[src/rtl/game_flow_ctl_pkg.sv]
`default_nettype none
// ============================================================================
// Module   : game_flow_ctl_pkg
// Purpose  : Shared definitions for the duck-game flow controller: state
//            encoding, link protocol bytes and score limit.
// Ports    : none (package)
// Revision : 1.0 - initial release
// ============================================================================
package game_flow_ctl_pkg;

  typedef enum logic [1:0] {
    ST_IDLE  = 2'd0,
    ST_WAIT  = 2'd1,
    ST_PLAY  = 2'd2,
    ST_SCORE = 2'd3
  } state_e;

  // "S": both sides send this to announce they are ready to start a round.
  localparam logic [7:0] START_BYTE = 8'h53;
  // Bit 7 set marks a byte as a score report; bits 6:0 carry the score.
  localparam logic [7:0] SCORE_FLAG = 8'h80;
  localparam logic [6:0] SCORE_MAX  = 7'd99;

  // Clamp an 8-bit value into the 0..99 score range.
  function automatic logic [6:0] sat_score(input logic [7:0] value);
    return (value > {1'b0, SCORE_MAX}) ? SCORE_MAX : value[6:0];
  endfunction

endpackage
`default_nettype wire

[src/rtl/game_flow_ctl_frame_tick.sv]
`default_nettype none
// ============================================================================
// Module   : frame_tick
// Purpose  : Turns the vertical-blank level into a single-cycle frame tick
//            on each 0->1 edge (one tick per frame).
// Ports    : pclk_i  - pixel clock
//            rst_i   - synchronous reset, active low
//            vblnk_i - vertical blank level from the video timing
//            tick_o  - one-cycle pulse on the vblnk rising edge
// Revision : 1.0 - initial release
// ============================================================================
module frame_tick
  import game_flow_ctl_pkg::*;
(
  input  logic pclk_i,
  input  logic rst_i,
  input  logic vblnk_i,
  output logic tick_o
);

  logic vblnk_q;

  // Reset to 1 so a vblnk already high when reset releases is not taken
  // as a fresh frame edge.
  always_ff @(posedge pclk_i) begin
    if (!rst_i) begin
      vblnk_q <= 1'b1;
    end else begin
      vblnk_q <= vblnk_i;
    end
  end

  assign tick_o = vblnk_i & ~vblnk_q;

endmodule
`default_nettype wire

[src/rtl/game_flow_ctl.sv]
`default_nettype none
// ============================================================================
// Module   : game_flow_ctl
// Purpose  : Round sequencer for a two-player duck game linked over UART.
//            IDLE -> WAIT (exchange "S") -> PLAY (timed round, duck timer,
//            hit counting) -> SCORE (swap scores, hold, click to leave).
// Ports    : pclk, rst (sync, active low), vblnk (frame timing)
//            play_clicked, duck_hit, mouse_left  - UI events
//            rx_valid/rx_data                    - UART receive
//            tx_ready, tx_valid/tx_data          - UART transmit handshake
//            state, duck_respawn, score, op_score, op_valid, frames_left
// Revision : 1.0 - initial release
// ============================================================================
module game_flow_ctl
  import game_flow_ctl_pkg::*;
#(
  parameter int ROUND_FRAMES = 1800,
  parameter int DUCK_FRAMES  = 120,
  parameter int SCORE_FRAMES = 300
) (
  input  logic        pclk,
  input  logic        rst,
  input  logic        vblnk,
  input  logic        play_clicked,
  input  logic        duck_hit,
  input  logic        mouse_left,
  input  logic        rx_valid,
  input  logic [7:0]  rx_data,
  input  logic        tx_ready,
  output logic        tx_valid,
  output logic [7:0]  tx_data,
  output logic [1:0]  state,
  output logic        duck_respawn,
  output logic [6:0]  score,
  output logic [6:0]  op_score,
  output logic        op_valid,
  output logic [10:0] frames_left
);

  localparam int DUCK_W = $clog2(DUCK_FRAMES + 1);
  localparam int HOLD_W = $clog2(SCORE_FRAMES + 1);

  localparam logic [10:0]       ROUND_LOAD = 11'(ROUND_FRAMES);
  localparam logic [DUCK_W-1:0] DUCK_LOAD  = DUCK_W'(DUCK_FRAMES);
  localparam logic [HOLD_W-1:0] HOLD_LAST  = HOLD_W'(SCORE_FRAMES);

  state_e            state_q, state_d;
  logic              peer_ready_q, peer_ready_d;
  logic              tx_valid_q, tx_valid_d;
  logic [7:0]        tx_data_q, tx_data_d;
  logic              duck_respawn_q, duck_respawn_d;
  logic [6:0]        score_q, score_d;
  logic [6:0]        op_score_q, op_score_d;
  logic              op_valid_q, op_valid_d;
  logic [10:0]       frames_left_q, frames_left_d;
  logic [DUCK_W-1:0] duck_cnt_q, duck_cnt_d;
  logic [HOLD_W-1:0] hold_cnt_q, hold_cnt_d;
  logic              mouse_q;

  logic       w_tick;
  logic       w_tx_accept;
  logic       w_tx_free;
  logic       w_rx_start;
  logic       w_mouse_rise;
  logic       w_duck_expire;
  logic       w_hold_done;
  logic [6:0] w_score_inc;

  frame_tick u_frame_tick (
    .pclk_i  (pclk),
    .rst_i   (rst),
    .vblnk_i (vblnk),
    .tick_o  (w_tick)
  );

  assign w_tx_accept   = tx_valid_q & tx_ready;
  // The slot may take a new byte when empty or when its byte leaves this edge.
  assign w_tx_free     = ~tx_valid_q | tx_ready;
  assign w_rx_start    = rx_valid & (rx_data == START_BYTE);
  assign w_mouse_rise  = mouse_left & ~mouse_q;
  assign w_duck_expire = w_tick & (duck_cnt_q == DUCK_W'(1));
  assign w_hold_done   = (hold_cnt_q == HOLD_LAST);
  assign w_score_inc   = sat_score({1'b0, score_q} + 8'd1);

  always_comb begin
    state_d        = state_q;
    peer_ready_d   = peer_ready_q;
    tx_valid_d     = tx_valid_q;
    tx_data_d      = tx_data_q;
    duck_respawn_d = 1'b0;
    score_d        = score_q;
    op_score_d     = op_score_q;
    op_valid_d     = op_valid_q;
    frames_left_d  = frames_left_q;
    duck_cnt_d     = duck_cnt_q;
    hold_cnt_d     = hold_cnt_q;

    if (w_tx_accept) begin
      tx_valid_d = 1'b0;
    end

    case (state_q)
      ST_IDLE: begin
        if (w_rx_start) begin
          peer_ready_d = 1'b1;
        end
        if (play_clicked && w_tx_free) begin
          tx_valid_d = 1'b1;
          tx_data_d  = START_BYTE;
          state_d    = ST_WAIT;
        end
      end

      ST_WAIT: begin
        if (w_rx_start) begin
          peer_ready_d = 1'b1;
        end
        // Start only once our "S" is gone (already, or leaving this edge).
        if (peer_ready_q && (!tx_valid_q || tx_ready)) begin
          state_d        = ST_PLAY;
          score_d        = 7'd0;
          op_score_d     = 7'd0;
          op_valid_d     = 1'b0;
          frames_left_d  = ROUND_LOAD;
          duck_cnt_d     = DUCK_LOAD;
          duck_respawn_d = 1'b1;
        end
      end

      ST_PLAY: begin
        if (w_tick) begin
          frames_left_d = frames_left_q - 11'd1;
          duck_cnt_d    = duck_cnt_q - DUCK_W'(1);
        end
        // Hit and timeout on the same cycle merge into one respawn.
        if (duck_hit || w_duck_expire) begin
          duck_respawn_d = 1'b1;
          duck_cnt_d     = DUCK_LOAD;
        end
        if (duck_hit) begin
          score_d = w_score_inc;
        end
        if (w_tick && (frames_left_q == 11'd1)) begin
          state_d    = ST_SCORE;
          hold_cnt_d = '0;
          // score_d already includes a hit landing on this last frame.
          // The slot is always empty here: PLAY is entered only after "S" left.
          if (w_tx_free) begin
            tx_valid_d = 1'b1;
            tx_data_d  = SCORE_FLAG | {1'b0, score_d};
          end
        end
      end

      ST_SCORE: begin
        if (rx_valid && ((rx_data & SCORE_FLAG) != 8'd0)) begin
          op_score_d = sat_score({1'b0, rx_data[6:0]});
          op_valid_d = 1'b1;
        end
        if (w_tick && !w_hold_done) begin
          hold_cnt_d = hold_cnt_q + HOLD_W'(1);
        end
        if (w_mouse_rise && op_valid_q && w_hold_done) begin
          state_d      = ST_IDLE;
          peer_ready_d = 1'b0;
        end
      end

      default: state_d = ST_IDLE;
    endcase
  end

  always_ff @(posedge pclk) begin
    if (!rst) begin
      state_q        <= ST_IDLE;
      peer_ready_q   <= 1'b0;
      tx_valid_q     <= 1'b0;
      tx_data_q      <= 8'd0;
      duck_respawn_q <= 1'b0;
      score_q        <= 7'd0;
      op_score_q     <= 7'd0;
      op_valid_q     <= 1'b0;
      frames_left_q  <= 11'd0;
      duck_cnt_q     <= '0;
      hold_cnt_q     <= '0;
      mouse_q        <= 1'b0;
    end else begin
      state_q        <= state_d;
      peer_ready_q   <= peer_ready_d;
      tx_valid_q     <= tx_valid_d;
      tx_data_q      <= tx_data_d;
      duck_respawn_q <= duck_respawn_d;
      score_q        <= score_d;
      op_score_q     <= op_score_d;
      op_valid_q     <= op_valid_d;
      frames_left_q  <= frames_left_d;
      duck_cnt_q     <= duck_cnt_d;
      hold_cnt_q     <= hold_cnt_d;
      mouse_q        <= mouse_left;
    end
  end

  assign state        = state_q;
  assign tx_valid     = tx_valid_q;
  assign tx_data      = tx_data_q;
  assign duck_respawn = duck_respawn_q;
  assign score        = score_q;
  assign op_score     = op_score_q;
  assign op_valid     = op_valid_q;
  assign frames_left  = frames_left_q;

endmodule
`default_nettype wire

[config.mk]
export PLATFORM = sky130hd
export DESIGN_NAME = game_flow_ctl
export DESIGN_NICKNAME = d
export VERILOG_FILES = /design/src/rtl/game_flow_ctl_pkg.sv /design/src/rtl/game_flow_ctl_frame_tick.sv /design/src/rtl/game_flow_ctl.sv
export SDC_FILE = /design/constraint.sdc
export NUM_CORES = 1
export LEC_CHECK = 0
export ABC_AREA = 1
export BUFFER_PORTS_ARGS = -buffer_cell sky130_fd_sc_hd__buf_2
export CORE_MARGIN = 1
export CORE_UTILIZATION = 32
export CTS_CLUSTER_DIAMETER = 200
export DETAILED_ROUTE_END_ITERATION = 16
export GPL_ROUTABILITY_DRIVEN = 0
export MAX_ROUTING_LAYER = met4
export PLACE_DENSITY = 0.52
export SLEW_MARGIN = 30
export SYNTH_ARGS = -nofsm -noshare
export SYNTH_HDL_FRONTEND = slang
export SYNTH_SLANG_ARGS = --single-unit
[constraint.sdc]
create_clock -name pclk -period 1.9 [get_ports pclk]
set_input_delay 0.285 -clock pclk [delete_from_list [all_inputs] [get_ports pclk]]
set_output_delay 0.285 -clock pclk [all_outputs]
set_load 0.02 [all_outputs]
-- After elaboration in Yosys (flattened, before gate mapping)
Index checks and enable logic that the tools add are counted.
- register bits after elaboration: 57
- bits of input ports: 16
- output and inout port bits: 38
- logic and storage cells: 111
- add/sub/neg operators: 4
- order comparisons: 2
- equality and inequality tests: 17
- muxes and demuxes: 40
- bitwise operators: 9
- reduce and logical (&&, ||, !) cells: 26
- operators by type and width (operator ; count):
    two-way mux 7 bit ; 8
    one-hot mux 7 bit (2 select lines) ; 3
    two-way mux 8 bit ; 3
    two-way mux 11 bit ; 2
    one-hot mux 11 bit (2 select lines) ; 1
    two-way mux 9 bit ; 2
    one-hot mux 9 bit (2 select lines) ; 1
    inequality test 2 bit (second input constant) ; 8
    one-hot mux 8 bit (2 select lines) ; 1
    AND reduction 3 bit ; 5
    equality test 11 x 1 -> 1 bit (second input constant) ; 1
    subtractor 11 x 1 -> 11 bit (second input constant) ; 1
    two-way mux 1 bit ; 10
    nonzero test 2 bit ; 5
    adder 9 x 1 -> 9 bit (second input constant) ; 1
    equality test 9 bit (second input constant) ; 1
    adder 7 x 1 -> 8 bit (second input constant) ; 1
    equality test 8 x 7 -> 1 bit (second input constant) ; 1
    > comparator 8 x 7 -> 1 bit (second input constant) ; 1
    two-way mux 2 bit ; 4
    one-hot mux 1 bit (2 select lines) ; 4
    one-hot mux 2 bit (4 select lines) ; 1
    AND reduction 4 bit ; 2
    equality test 7 x 1 -> 1 bit (second input constant) ; 1
    other kinds (15) ; 30

-- Depth between registers and ports, before layout
- depth after elaboration: 7
- depth in mapped cells: 11
- mapped depth without buffers: 11

-- Modules after synthesis
A second synthesis with hierarchy kept.
- cells, all modules: 449
- area, all modules: 3161.8 um^2
- by module, submodules not included (module ; instances ; cells each ; area each (um^2) ; sequential area each (um^2)):
    game_flow_ctl ; 1 ; 445 ; 3128.0 ; 1121.1
    frame_tick ; 1 ; 4 ; 33.8 ; 20.0

-- Worst setup path after synthesis
OpenSTA, ideal clock, no wires.
- path type: register to register
- start: register state_q[1] (netlist: state[1])
- end: register frames_left_q[5] (netlist: frames_left[5])
- library setup time: 0.122 ns
- data arrival time: 1.747 ns
- required time: 1.778 ns
- setup slack: 0.031 ns
- cell stages (with the launch flop): 11
- buffers on the path: 0
- clock period less this slack: 1.869 ns
- cell sequence: dfxtp_1 > inv_1 > ha_1 > inv_1 > a21oi_1 > a21oi_2 > nand2_2 > nor2_2 > nand2_1 > o21ai_0 > a21oi_1
- word-level cells in the longest chain between the ends: 3
- elaborated cells on any way between the ends: 7
- those cells by class: eq/ne (4); mux (1); reduce/logical (2)
- RTL lines (element ; line ; source):
    from (decl) ; game_flow_ctl.sv:47 ; state_e state_q, state_d;
    from (signal assigned) ; game_flow_ctl.sv:188 ; state_q <= state_d;
    equality test 2 bit / equality test 2 x 1 -> 1 bit (equally long branches) ; game_flow_ctl.sv:102 ; case (state_q)
    inequality test 2 bit (no line) / nonzero test 2 bit (equally long branches) ; -- ;
    AND reduction 3 bit (no line) ; -- ;
    to (signal assigned) ; game_flow_ctl.sv:196 ; frames_left_q <= frames_left_d;
    to (decl) ; game_flow_ctl.sv:55 ; logic [10:0] frames_left_q, frames_left_d;
Parallel ways exist; a longest one is shown, timed or not.
A chain may end at the register's enable or synchronous reset.

-- Worst setup path after layout
Ends and elaborated chain as after synthesis.

==> impl_metrics.toml <==
[placed_design]
dp_hpwl_um = 6230
placed_area_um2 = 3710
io_buffers = 53
dp_cells = 642
dp_slack_ns = 0.103

[floorplanning]
fp-row-count = 35
core_um2 = 9420
initial_core_util_pct = 33.7
die_h_um = 102
die_w_um = 102
io_pins = 54
die_area_um2 = 10300

[power_and_ir_drop]
p_switching_mw = 2.64
clockPowerShare_pct = 18.0
total_power_mw = 5.82
seqPwrFrac_pct = 29.4
p_leak_nw = 1.72
power.density_nw_per_um2 = 1490
swShare_pct = 45.4
combPwrFrac_pct = 52.6
p_int_mw = 3.18
ir_drop_mv = 0.834

[final_layout]
fin_area_um2 = 3920
final_cell_mix = "nand2_1, dfxtp_1, buf_2"
final_util_pct = 41.6
drive_gt1_share_pct = 25.6
regArea_um2 = 1140
final_common_cell = "nand2_1"
area_growth_pct = 23.5
fin_cells = 657
antennaDiodeCount = 0
multiInputGateArea_um2 = 1800
fillCellCount = 1040
fin_nets = 552

[critical_path]
end_kind = "flop"
path_buf_inv = 2
worstPathArrival_ns = 1.94
critPathMostFrequentCell = "a21oi_2"
max_stage_delay_ns = 0.38
crit_family = "compound AO/OA/AOI/OAI gates"
crit_required_ns = 2.12
startpoint_type = "flop"
slowest_stage = "dfxtp_2"
worst-setup-path-type = "reg -> reg"
worstPathCellList = "inv_1 -> ha_1 -> inv_2 -> a21oi_2 -> a21oi_2 -> nand2_2 -> nor2_2 -> nand2_1 -> o21ai_0 -> a21oi_1"
cp_max_fo = 7

[route]
remaining_drc_errors = 0
firstDrtPassIters = 4
wirelength_um = 8330
wire_per_inst_um = 12.7
ant_nets = 0
avgViaCountPerCell = 4.77
drt_iter0_drc = 95
num_vias = 3133

[global_route]
grt_max_degree = 25
overflow = 0
grt_pass1_vias = 2922
grtUsageTotal_pct = 17.8
antenna_found_initial = 0
grt_first_pass_wirelength_um = 13900

[status]
run_status = "complete, no violations"

[timing]
max-slew-margin-rel_pct = 80.7
timing.fmax_mhz = 582
hold_viol_final = 0
setup_ws_ns = 0.183
worstMarginPinSlew_ns = 0.289
fin_crit_sh_pct = 90.4
tns_ns = 0
setup_viol = 0
hold_slack_ns = 0.154
fin_crit_ns = 1.72
skew_ns = 0.00890
slew_violations = 0

[logic_synthesis]
synth_top_family_by_area = "simple AND/OR/NAND/NOR gates"
yosys.cell_types.count = 36
netlist_area_um2 = 3170
synth_cells = 447
synth_seq_cells = 57
ys_seq_area_share_pct = 36.0
synthAdderAreaFrac_pct = 4.73
synth_simple_gate_area_share_pct = 31.9
synth-xor-area-share_pct = 3.59
syn-num-nets = 475
avgSynthCellArea_um2 = 7.10
synth_warnings = 0
muxShareOfSynthArea_pct = 0
synth_compound_area_share_pct = 15.7

[clocking]
insertion_delay_ns = 0.33
cts_max_level = 3
clk_pin_slew_ns = 0.07
cts.path.max_buffers = 2
cts_tree = "done"
clockRootBuffer = "clkbuf_8"
clock-sinks = 57
numCtsBuffers = 9

[run]
maxCapViolCount = 0

[hold_path]
hold_path_class = "in -> reg"
[logic make-up (layout without fill, tap and decap cells)]
kind of cell             Yosys count  in the layout
flip-flops                        57             57
adder cells (fa/ha/maj)           12             12
XOR/XNOR                          13             13
AO/OA/AOI/OAI                     91             91
AND/OR/NAND/NOR                  211            211
buffers and inverters             63            144
[state kept, by name (all words and copies together), names as in the netlist]
register              flops
tx_valid                  1
op_score                  7
mouse_q                   1
state                     2
op_valid                  1
hold_cnt_q                9
duck_respawn              1
peer_ready_q              1
score                     7
duck_cnt_q                7
u_frame_tick.vblnk_q      1
frames_left              11
tx_data                   8
[power groups by stage]
stage / Combinational, mW / Clock (mW) / Sequential (mW)
after floorplan: 1.88 / 0 / 1.93
after global placement: 2.99 / 0 / 1.73
after global routing: 3.45 / 1.14 / 1.75
final: 3.07 / 1.05 / 1.71
after CTS: 3.03 / 1.08 / 1.71
after detailed placement: 3.01 / 0 / 1.73
[routing by layer]
layer  GRT usage, %  part of all wire, %
met4           4.35                 0.34
met2           27.1                   46
met1           23.5                   49
met5              -                    0
met3           4.42                  4.2
[Yosys cell counts]
library cell,instances,share of area (%)
a21oi_1,52,8.2
a21oi_2,5,1.4
a31oi_1,3,0.59
and3_1,1,0.20
buf_4,1,0.24
buf_6,2,0.71
clkbuf_1,6,0.71
clkbuf_2,1,0.16
clkinv_1,1,0.12
clkinv_2,1,0.16
dfxtp_1,57,36
ha_1,12,4.7
inv_1,47,5.6
inv_2,4,0.47
nand2_1,94,11
nand2_2,7,1.4
nand2_4,1,0.35
nand3_1,20,3.2
nand3_2,5,1.6
nand3_4,1,0.55
nand3b_1,3,0.71
nand3b_4,1,0.63
nand4_1,16,3.2
nand4_2,1,0.39
nor2_1,38,4.5
nor2_2,5,0.99
nor3_1,10,1.6
nor3b_1,1,0.24
o21ai_0,21,3.3
o21ai_1,3,0.47
o21ai_2,2,0.55
o21bai_1,5,1.2
or2_1,2,0.39
or2_2,5,0.99
xnor2_1,5,1.4
xor2_1,8,2.2
[what timing repair did]
item	CTS	global route
hold buffers	0	0
endpoints found under the setup margin	0	19
buffers inserted	0	0
resized for setup	0	8
[final timing paths]
check,from,depth (start not counted),endpoint,slack (ns)
setup / recovery,state[1]$_SDFFE_PN0P_,10,frames_left[5]$_SDFFE_PN0P_,0.18
hold / removal,vblnk,2,u_frame_tick.vblnk_q$_SDFF_PN1_,0.15
setup reg to reg,state[1]$_SDFFE_PN0P_,10,frames_left[5]$_SDFFE_PN0P_,0.18
hold reg to reg,op_score[0]$_SDFFE_PN0P_,2,op_score[0]$_SDFFE_PN0P_,0.46
[area by class of cell]
| type | count | share of cell area (%) |
|---|---|---|
| well taps | 129 | 4.12 |
| clock buffers | 12 | 4.21 |
| multi-input cells | 327 | 45.9 |
| flip-flops and latches | 57 | 29.1 |
| inverters | 53 | 5.11 |
| repair buffers | 76 | 11.2 |
| clock inverters | 3 | 0.383 |
(Power assumes the default switching activity.)
